$ cat src/rtl/tap_math_unit.sv
// tap_math_unit: Q1.3 tap x data multiply with round-half-up and saturation, one register stage
module tap_math_unit #(
  parameter int WIDTH = 4,
  parameter int FRAC  = 3
) (
  input  logic             clk,
  input  logic             reset,
  input  logic [WIDTH-1:0] tap,
  input  logic [WIDTH-1:0] data,
  input  logic             in_valid,
  output logic [WIDTH-1:0] out,
  output logic             out_valid,
  output logic             sat
);
  localparam logic signed [2*WIDTH:0] RND = (2*WIDTH+1)'(1 << (FRAC-1));
  localparam logic signed [2*WIDTH:0] MAX = (2*WIDTH+1)'((1 << (WIDTH-1)) - 1);
  localparam logic signed [2*WIDTH:0] MIN = -(2*WIDTH+1)'(1 << (WIDTH-1));
  logic signed [2*WIDTH-1:0] p;
  logic signed [2*WIDTH:0]   r;
  logic                      hi, lo;
  logic [WIDTH-1:0]          res;
  always_comb begin
    p   = (2*WIDTH)'($signed(tap)) * (2*WIDTH)'($signed(data));
    r   = ($signed({p[2*WIDTH-1], p}) + RND) >>> FRAC;
    hi  = r > MAX;
    lo  = r < MIN;
    res = hi ? {1'b0, {(WIDTH-1){1'b1}}} : lo ? {1'b1, {(WIDTH-1){1'b0}}} : r[WIDTH-1:0];
  end
  always_ff @(posedge clk or negedge reset)
    if (!reset) begin
      out       <= '0;
      out_valid <= 1'b0;
      sat       <= 1'b0;
    end else begin
      out_valid <= in_valid;
      if (in_valid) begin
        out <= res;
        sat <= hi | lo;
      end
    end
endmodule

$ cat config.mk
export PLATFORM = sky130hd
export DESIGN_NAME = tap_math_unit
export DESIGN_NICKNAME = d
export VERILOG_FILES = /design/src/rtl/tap_math_unit.sv
export SDC_FILE = /design/constraint.sdc
export NUM_CORES = 1
export LEC_CHECK = 0
export BUFFER_PORTS_ARGS = -buffer_cell sky130_fd_sc_hd__buf_4
export CAP_MARGIN = 20
export CORE_UTILIZATION = 54
export DETAILED_ROUTE_END_ITERATION = 6
export MAX_ROUTING_LAYER = met4
export PLACE_DENSITY_LB_ADDON = 0.25
export SKIP_LAST_GASP = 1
export SLEW_MARGIN = 20
export SYNTH_ARGS = -nofsm -noshare
export SYNTH_HDL_FRONTEND = slang
export SYNTH_SLANG_ARGS = --single-unit
$ cat constraint.sdc
create_clock -name clk -period 0.9 [get_ports clk]
set_clock_uncertainty 0.05 [all_clocks]
set_input_delay 0.045 -clock clk [delete_from_list [all_inputs] [get_ports clk]]
set_output_delay 0.045 -clock clk [all_outputs]
set_load 0.01 [all_outputs]
==> flow_summary.toml <==
[critical_path]
slowest_delay_ps = 560
crit_slowest_cell = "fa_2"
crit_family = "adder cells"
crit_fanout = 4
crit_buf_inv = 3
cp_data_arrival_time_ps = 3320
critPathRequiredTime_ps = 980
crit_type = "primary input to flop"
cp-start-kind = "primary input"
path_cells = "buf_6 -> nand2b_4 -> fa_1 -> fa_1 -> inv_2 -> fa_2 -> ha_4 -> inv_2 -> fa_2 -> nand2b_4 -> a21oi_2 -> xor2_1 -> o21ai_1 -> and2_1 -> o22ai_1"
endpoint_kind = "flop"

[route]
vias_per_cell = 5.32
antenna_left = 0
num_vias = 745
drt-initial-drc-count = 7
wl_mm = 2.13
drc = 0
dr.max_layer_used = "met4"
wl_per_cell_um = 15.2
drtPass1Iterations = 4
route.met3.wl_um = 54
wl_met2_mm = 1.28
m1WireLength_um = 769

[cells_and_area]
area_growth_pct = 44.8
final_common_cell = "buf_4"
fin_util_pct = 88.3
final_nets = 160
instances_no_fill = 140
design_area_um2 = 1220
most-common-layout-cells = "31 x buf_4, 14 x inv_1, 11 x ha_1"
antennaDiodeCount = 0
drive_gt1_share_pct = 41.6

[pwr]
leakage_nw = 0.663
powerDensity_nw_per_um2 = 1970
p_int_mw = 1.41
pwr-share-clk_pct = 10.6
power.switching_mw = 1.00
total_power_mw = 2.41
switching_share_pct = 41.6
p_comb_share_pct = 70.6
ir_drop_uv = 1350
p_seq_share_pct = 18.8

[place]
port_buffers = 16
pre_cts_slack_ps = -2530
gp_congestion = 0.839
placed_cells = 133
place_area_um2 = 1130
dp_hpwl_mm = 1.47

[sta]
final.setup.tns_ps = -11290
setup_viol = 5
grt_setup_unrepaired = "true"
fin_crit_sh_pct = 361
finalMaxSlewViolations = 0
tightest_slew_ps = 272
fmax_ghz = 0.308
fin_crit_ps = 3250
hold_ws_ps = 109
relSlewSlack_pct = 81.8
hold_violations = 0
finalWorstSetupSlack_ps = -2350

[global_routing]
grt_max_degree = 10
grt_pass1_vias = 788
antenna_found_initial = 0
grt_pass1_wl_mm = 3.33
overflow = 0
track_usage_pct = 27.0

[yosys]
syn-num-nets = 120
syn_area_um2 = 843
ys_seq_area_share_pct = 17.8
synth_warnings = 0
synth-seq-cells = 6
syn_inst = 87
synthDistinctLibCells = 27
syn-mean-instance-area_um2 = 9.69

[clock_network]
clk_pin_slew_ps = 50
numCtsBuffers = 3
clk_path_buf_depth = 2
clkLatencyLatePin_ps = 250
cts_tree = "done"
cts-root-buf = "clkbuf_4"
cts.sinks = 6
htreeDepth = 1

[floorplanning]
start_util_pct = 61.0
coreArea_um2 = 1380
io_pins = 17
design.die.area_um2 = 1720
die_y_um = 41.5
rows = 13
fp.dieW_um = 41.5

[outcome]
violations = "setup timing"
status = "complete, but fails checks"

[flow_run]
maxCapViolCount = 0

[worst_hold_path]
hp-class = "primary input to async pin"
-- worst register-to-register path, stage by stage (launching register included) --
cell,delay [ps]
dfrtp_1,390
nor2_1,120
a31oi_1,60
-- registers in the layout, summed over array words and instances, names as in the netlist --
signal,count
out_valid,1
sat,1
out,4
-- Yosys cell counts --
cell	n	area share, %
inv_1	16	7.1
ha_1	12	18
fa_1	10	24
dfrtp_1	6	18
and2_1	5	3.7
nand2_1	5	2.2
nor2_1	4	1.8
nand2b_1	3	2.2
nor2b_1	3	2.2
xnor2_1	3	3.1
a21o_1	2	1.8
a31oi_1	2	1.5
o22ai_1	2	1.5
a211o_1	1	1.0
a21oi_1	1	0.59
a31o_2	1	1.0
a31oi_2	1	1.5
and3_1	1	0.74
buf_1	1	0.44
mux2_2	1	1.3
mux2i_1	1	1.2
nand3_1	1	0.59
o21a_1	1	0.89
o21ai_0	1	0.59
o21ai_1	1	0.59
xnor2_2	1	1.9
xor2_1	1	1.0
-- power by group through the flow --
stage	logic, mW	clock network, mW	registers (mW)
floorplan	0.926	0	0.495
global placement	1.49	0	0.439
detailed placement	1.55	0	0.446
CTS	1.63	0.251	0.446
global route	1.87	0.268	0.462
finish	1.70	0.256	0.453
-- per-layer routing --
metal | up-vias | global-route usage (%)
met3 | 4 | 5.65
met1 | 361 | 25.0
met2 | 23 | 53.1
met4 | 0 | 9.03
met5 | - | -
li1 | 357 | -
-- area by class of cell --
type | count | area (um^2)
clock buffer | 3 | 22.5
inverter | 16 | 60.1
timing repair buffer | 36 | 287
sequential | 6 | 150
tap | 15 | 18.8
fill | 63 | 161
multi-input combinational | 64 | 683
-- cells by family (layout without fill, tap and decap cells) --
family | Yosys count | in the layout | synth area share (%)
compound gates | 13 | 13 | 11.0
xor+xnor | 5 | 5 | 6.08
fa+ha+maj | 22 | 22 | 41.5
buf+inv | 17 | 55 | 7.57
flops | 6 | 6 | 17.8
mux | 2 | 2 | 2.52
simple gates | 22 | 22 | 13.5
-- repair_timing --
action | 4_1_cts | 5_1_grt
hold endpoints to repair | 8 | 0
setup endpoints to repair | 5 | 5
gates resized for setup | 7 | 1
pin swaps | 10 | 1
setup buffers | 1 | 1
hold buffers | 2 | 0
-- final timing paths --
check / cells after the start / slack, ps / endpoint / start
max: 15 / -2350 / out[1] / tap[0]
min: 2 / 110 / out[0] / reset
max reg2reg: 2 / 150 / out[2] / out[2]
min reg2reg: 2 / 490 / out[0] / out[0]
max in group asynchronous: 2 / 570 / out[3] / reset
min in group clk: 6 / 460 / out[0] / data[0]
No activity file was read; power rests on OpenSTA's default activity.
